## config.mk

```make
export PLATFORM = sky130hd
export DESIGN_NAME = csel_seq_divider
export DESIGN_NICKNAME = d
export VERILOG_FILES = /design/src/rtl/csel_div_pkg.sv /design/src/rtl/csel_sub.sv /design/src/rtl/csel_seq_divider.sv
export SDC_FILE = /design/constraint.sdc
export NUM_CORES = 1
export LEC_CHECK = 0
export CAP_MARGIN = 0
export CORE_MARGIN = 3
export CORE_UTILIZATION = 37
export CTS_CLUSTER_SIZE = 8
export DETAILED_ROUTE_END_ITERATION = 10
export PLACE_DENSITY = 0.65
export SYNTH_ARGS = -nofsm -noshare
export SYNTH_HDL_FRONTEND = slang
export SYNTH_HIERARCHICAL = 1
export SYNTH_SLANG_ARGS = --single-unit
```

## constraint.sdc

```tcl
create_clock -name clk -period 5.8 [get_ports clk]
set_input_delay 1.74 -clock clk [delete_from_list [all_inputs] [get_ports clk]]
set_output_delay 1.74 -clock clk [all_outputs]
set_load 0.05 [all_outputs]
```

## src/rtl/csel_div_pkg.sv

```systemverilog
// Shared types and constants for the carry-select sequential divider.
// Optional signed operation is enabled with the CSEL_DIV_SIGNED_EN macro.
package csel_div_pkg;

    typedef enum logic [1:0] {
        IDLE = 2'd0,
        CALC = 2'd1,
        DONE = 2'd2
    } state_t;

    localparam int DEF_WIDTH = 16;
    localparam int DEF_CHUNK = 4;

    // Wide enough for any practical WIDTH; sliced to WIDTH at the use site.
    localparam logic [63:0] DIV_ZERO_QUOTIENT = '1;

endpackage

```

## src/rtl/csel_sub.sv

```systemverilog
// (WIDTH+1)-bit carry-select subtractor: CHUNK-bit groups precompute both
// borrow-in cases, the incoming borrow selects; the MSB is a 1-bit stage.
module csel_sub
    import csel_div_pkg::*;
#(
    parameter int WIDTH = DEF_WIDTH,
    parameter int CHUNK = DEF_CHUNK
) (
    input  logic [WIDTH:0] a,
    input  logic [WIDTH:0] b,
    input  logic           borrow_in,
    output logic [WIDTH:0] diff,
    output logic           borrow_out
);

    localparam int GROUPS = WIDTH / CHUNK;

    logic [GROUPS:0] bchain;

    assign bchain[0] = borrow_in;

    for (genvar g = 0; g < GROUPS; g++) begin : g_grp
        logic [CHUNK:0] d0;
        logic [CHUNK:0] d1;

        // Bit CHUNK of each extended difference is that case's borrow-out.
        assign d0 = {1'b0, a[g*CHUNK +: CHUNK]} - {1'b0, b[g*CHUNK +: CHUNK]};
        assign d1 = {1'b0, a[g*CHUNK +: CHUNK]} - {1'b0, b[g*CHUNK +: CHUNK]}
                    - (CHUNK+1)'(1);

        assign diff[g*CHUNK +: CHUNK] = bchain[g] ? d1[CHUNK-1:0] : d0[CHUNK-1:0];
        assign bchain[g+1]            = bchain[g] ? d1[CHUNK]     : d0[CHUNK];
    end

    assign diff[WIDTH] = a[WIDTH] ^ b[WIDTH] ^ bchain[GROUPS];
    assign borrow_out  = (~a[WIDTH] & b[WIDTH]) |
                         (~(a[WIDTH] ^ b[WIDTH]) & bchain[GROUPS]);

endmodule

```

## src/rtl/csel_seq_divider.sv

```systemverilog
// Restoring divider retiring one quotient bit per cycle, valid/ready on both sides.
// Define CSEL_DIV_SIGNED_EN to add the signed_mode port (truncating signed division).
module csel_seq_divider
    import csel_div_pkg::*;
#(
    parameter int WIDTH = DEF_WIDTH,
    parameter int CHUNK = DEF_CHUNK
) (
    input  logic             clk,
    input  logic             rst_n,
    input  logic             in_valid,
    output logic             in_ready,
    input  logic [WIDTH-1:0] dividend,
    input  logic [WIDTH-1:0] divisor,
`ifdef CSEL_DIV_SIGNED_EN
    input  logic             signed_mode,
`endif
    output logic             out_valid,
    input  logic             out_ready,
    output logic [WIDTH-1:0] quotient,
    output logic [WIDTH-1:0] remainder,
    output logic             div_by_zero
);

    localparam int CNT_W = (WIDTH > 1) ? $clog2(WIDTH) : 1;

    state_t           state;
    state_t           state_nxt;
    logic [CNT_W-1:0] cnt;
    logic             dz_pend;
    logic             neg_q;
    logic             neg_r;

    logic [WIDTH-1:0] q_sh;
    logic [WIDTH-1:0] d_reg;
    logic [WIDTH:0]   r_reg;

    logic             accept;
    logic             sm;
    logic             div_zero_in;
    logic [WIDTH:0]   trial;
    logic [WIDTH:0]   diff;
    logic             borrow;
    logic [WIDTH:0]   r_next;
    logic [WIDTH-1:0] q_next;
    logic             unused_r_msb;

    function automatic logic [WIDTH-1:0] magnitude(input logic signed [WIDTH-1:0] v,
                                                   input logic en);
        return (en && v[WIDTH-1]) ? WIDTH'(-v) : WIDTH'(v);
    endfunction

    function automatic logic [WIDTH-1:0] apply_sign(input logic [WIDTH-1:0] v,
                                                    input logic neg);
        return neg ? WIDTH'(-v) : v;
    endfunction

`ifdef CSEL_DIV_SIGNED_EN
    assign sm = signed_mode;
`else
    assign sm = 1'b0;
`endif

    assign accept      = in_valid && in_ready;
    assign div_zero_in = (divisor == '0);
    assign in_ready    = (state == IDLE);
    assign out_valid   = (state == DONE);

    // The partial remainder never exceeds the divisor, so its top bit stays clear.
    assign trial        = {r_reg[WIDTH-1:0], q_sh[WIDTH-1]};
    assign unused_r_msb = r_reg[WIDTH];

    csel_sub #(
        .WIDTH (WIDTH),
        .CHUNK (CHUNK)
    ) u_sub (
        .a          (trial),
        .b          ({1'b0, d_reg}),
        .borrow_in  (1'b0),
        .diff       (diff),
        .borrow_out (borrow)
    );

    assign r_next = borrow ? trial : diff;
    assign q_next = {q_sh[WIDTH-2:0], ~borrow};

    always_comb begin
        state_nxt = state;
        unique case (state)
            IDLE:    if (accept) state_nxt = CALC;
            CALC:    if (dz_pend || cnt == '0) state_nxt = DONE;
            DONE:    if (out_ready) state_nxt = IDLE;
            default: state_nxt = IDLE;
        endcase
    end

    // Zero divisor spends one CALC cycle as a bypass so its result lands one edge after accept.
    always_ff @(posedge clk or negedge rst_n) begin
        if (!rst_n) begin
            state       <= IDLE;
            cnt         <= '0;
            dz_pend     <= 1'b0;
            neg_q       <= 1'b0;
            neg_r       <= 1'b0;
            quotient    <= '0;
            remainder   <= '0;
            div_by_zero <= 1'b0;
        end else begin
            state <= state_nxt;
            if (accept) begin
                dz_pend <= div_zero_in;
                cnt     <= div_zero_in ? '0 : CNT_W'(WIDTH - 1);
                neg_q   <= sm && (dividend[WIDTH-1] ^ divisor[WIDTH-1]);
                neg_r   <= sm && dividend[WIDTH-1];
            end else if (state == CALC) begin
                if (dz_pend) begin
                    quotient    <= DIV_ZERO_QUOTIENT[WIDTH-1:0];
                    remainder   <= q_sh;
                    div_by_zero <= 1'b1;
                end else if (cnt == '0) begin
                    quotient    <= apply_sign(q_next, neg_q);
                    remainder   <= apply_sign(r_next[WIDTH-1:0], neg_r);
                    div_by_zero <= 1'b0;
                end else begin
                    cnt <= cnt - CNT_W'(1);
                end
            end
        end
    end

    // Datapath registers are fully loaded on accept and need no reset.
    always_ff @(posedge clk) begin
        if (accept) begin
            q_sh  <= div_zero_in ? dividend : magnitude(dividend, sm);
            d_reg <= magnitude(divisor, sm);
            r_reg <= '0;
        end else if (state == CALC && !dz_pend) begin
            q_sh  <= q_next;
            r_reg <= r_next;
        end
    end

endmodule

```

==> flow_summary_export.csv <==
group,metric,value,unit
global_route,gr-total-overflow,0,
yosys,synth_area_per_cell,9.69,um2
clocking,clkTransAtPathRegs,0.06,ns
timing,finalHoldViolCount,0,
cells_and_area,syn2layout_area_growth,24.7,%
worst_setup_path,critPathLaunchType,"flip-flop",
drt,wl_per_cell,14.8,um
die,die_h,118,um
timing,finalWorstSetupSlack,0.955,ns
drt,viasPerCell,5.05,
yosys,ys_types,54,
drt,drt_first_iter_violations,205,
die,die_w,118,um
yosys,syn_area,0.00465,mm2
yosys,ys_seq_elements,88,
die,dieArea,0.0140,mm2
power_and_ir_drop,max-vdd-ir-drop,0.363,mV
clocking,cts_htree_levels,3,
yosys,synth-edff-count,32,
worst_setup_path,crit_type,"reg2reg",
clocking,ctsHoldBuffers,0,
clocking,cts_tree,"built",
hold_path,hp-class,"reg2reg",
cells_and_area,nFillCells,1155,
drt,vias,3650,
job,drv_cap,0,
status,status,"complete, no violations",
placement,gp_congestion,0.814,
timing,tightest_slew,1.05,ns
drt,ant_nets,0,
timing,finalSetupTns,0,ns
yosys,synthFlopType,"dfrtp_1",
clocking,worstSkewPairLatency,0.33,ns
die,core.rowCount,40,
global_route,grt.total_usage,15.8,%
timing,hold_slack,0.479,ns
placement,post-place-ws,0.988,ns
yosys,ys_warn_count,6,
timing,slew_violations,0,
worst_setup_path,crit_path_max_fanout,12,
timing,skew,0.00696,ns
timing,setup_viol,0,
timing,fmax,0.206,GHz
die,io_pins,71,
global_route,grt_antenna_before_repair,0,
power_and_ir_drop,p_per_area,651,mW/mm2
timing,relSlewSlack,30.2,%
placement,hpwl,8020,um
cells_and_area,diodes,0,
cells_and_area,drive_gt1_share,5.59,%
clocking,cts_resized,0,
drt,totalWireLength,10700,um
worst_setup_path,endpoint_kind,"flip-flop",
cells_and_area,nNetsFinal,612,
worst_setup_path,crit_start,"r_reg[3]",
worst_setup_path,reg2reg_from,"r_reg[3]",
yosys,seq_area_frac_synth,49.1,%
yosys,synth_cells,480,
yosys,async_flop_share,45.5,%
die,core_region_area,0.0122,mm2
timing,period_share,83.5,%
clocking,cts_buffer_depth,2,
power_and_ir_drop,p_leak,2.53,nW
global_route,grt_pass1_vias,3672,
clocking,clock-sinks,88,
global_route,grt_pass1_wl,17900,um
worst_setup_path,arrival,5.02,ns
timing,min_period,4.85,ns
drt,firstDrtPassIters,4,
clocking,post_cts_buffers,0,
hold_path,hp-start,"remainder[9]",
die,initial_core_util,38.2,%
global_route,grt_max_degree,41,
drt,drc_errors,0,
cells_and_area,fin_util,47.7,%
placement,portBuffers,70,
clocking,root_buffer,"clkbuf_16",
clocking,cts_inserted_buffers,9,
timing,rsz0062_at_grt,"no",
worst_setup_path,crit_required,5.97,ns
-- cell type report --
| cell class | count | area [um2] | area share [%] |
|---|---|---|---|
| Sequential cell | 88 | 2280 | 39.4 |
| Inverter | 31 | 116 | 2.01 |
| Multi-Input combinational cell | 344 | 2170 | 37.5 |
| Timing Repair Buffer | 76 | 741 | 12.8 |
| Clock inverter | 6 | 45.0 | 0.777 |
| Clock buffer | 10 | 229 | 3.95 |
| Tap cell | 168 | 210 | 3.63 |
-- power breakdown --
part | internal, mW | switching (mW)
Combinational | 0.804 | 1.29
Clock | 0.293 | 0.246
Sequential | 0.952 | 0.196
Total | 2.05 | 1.73
-- routing by layer --
layer	track usage, %	up-vias	routed length (um)
li1	-	1808	-
met1	20.3	1747	4680
met2	26.7	82	5370
met3	3.70	13	495
met4	4.54	0	153
met5	0	-	0
-- path summary, 6_finish.rpt --
path,cells past startpoint,to,slack (ns)
max in group asynchronous,1,remainder[9],3.68
max reg2reg,17,remainder[8],0.95
min,2,remainder[9],0.48
min reg2reg,2,remainder[9],0.48
min in group asynchronous,1,div_by_zero,1.54
max,17,remainder[8],0.95
-- cell usage after synthesis (all sizes together) (3+ instances only) --
cell type	number	area, um2
a21o	6	45.0
a21oi	26	134
a31oi	4	31.3
and2	3	18.8
buf	5	36.3
clkbuf	16	60.1
dfrtp	40	1000
dfxtp	16	320
edfxtp	32	961
fa	5	100
ha	21	263
inv	31	116
mux2i	19	190
nand2	96	363
nand2b	3	18.8
nand3	10	50.1
nand3b	3	22.5
nand4	4	25.0
nor2	27	101
nor2b	7	43.8
nor4	6	37.5
o21ai	40	200
o22a	12	105
or3b	3	26.3
xnor2	17	149
xor2	3	26.3
-- layout by cell type, fill, tap and decap left out, types with 4 or more instances in the layout --
| master | n |
|---|---|
| nand3_1 | 10 |
| nor2_1 | 27 |
| clkbuf_16 | 9 |
| dfxtp_1 | 16 |
| nor4_1 | 6 |
| o22a_1 | 12 |
| inv_1 | 30 |
| fa_1 | 5 |
| dfrtp_1 | 40 |
| a21oi_1 | 25 |
| o21ai_0 | 37 |
| clkdlybuf4s50_1 | 69 |
| nor2b_1 | 7 |
| buf_4 | 6 |
| xnor2_1 | 17 |
| mux2i_1 | 19 |
| nand2_1 | 95 |
| a21o_1 | 6 |
| ha_1 | 21 |
| nand4_1 | 4 |
| edfxtp_1 | 32 |
| conb_1 | 5 |
-- kinds of logic (layout without fill, tap and decap cells) --
| family | after synthesis | in the layout | share of synthesized area [%] |
|---|---|---|---|
| compound gates | 101 | 101 | 13.4 |
| xor+xnor | 20 | 20 | 3.77 |
| fa+ha+maj | 26 | 26 | 7.80 |
| buf+inv | 52 | 123 | 4.57 |
| flops | 88 | 88 | 49.1 |
| mux | 19 | 19 | 4.09 |
| other cells | 1 | 5 | 0.0806 |
| simple gates | 173 | 173 | 17.2 |
-- critical path, stage by stage (launching register included) --
cell,delay (ns)
dfxtp_1,0.36
inv_1,0.05
ha_1,0.22
fa_1,0.46
or3b_1,0.39
o311a_1,0.29
a31o_1,0.23
or4_4,0.55
a31oi_2,0.24
a21oi_1,0.14
xnor2_1,0.15
fa_1,0.36
inv_1,0.43
buf_4,0.28
mux2i_1,0.27
nor2_1,0.06
a21oi_1,0.11
o21ai_0,0.08
-- metrics by stage --
step                power, mW  instances  instance area [um2]
floorplan                2.66        484                 4670
global placement         3.20        707                 5520
detailed placement       3.25        707                 5520
CTS                      3.81        723                 5800
global route             4.06        723                 5800
finish                   3.78        723                 5800
Power figures use the tool's default switching activity.
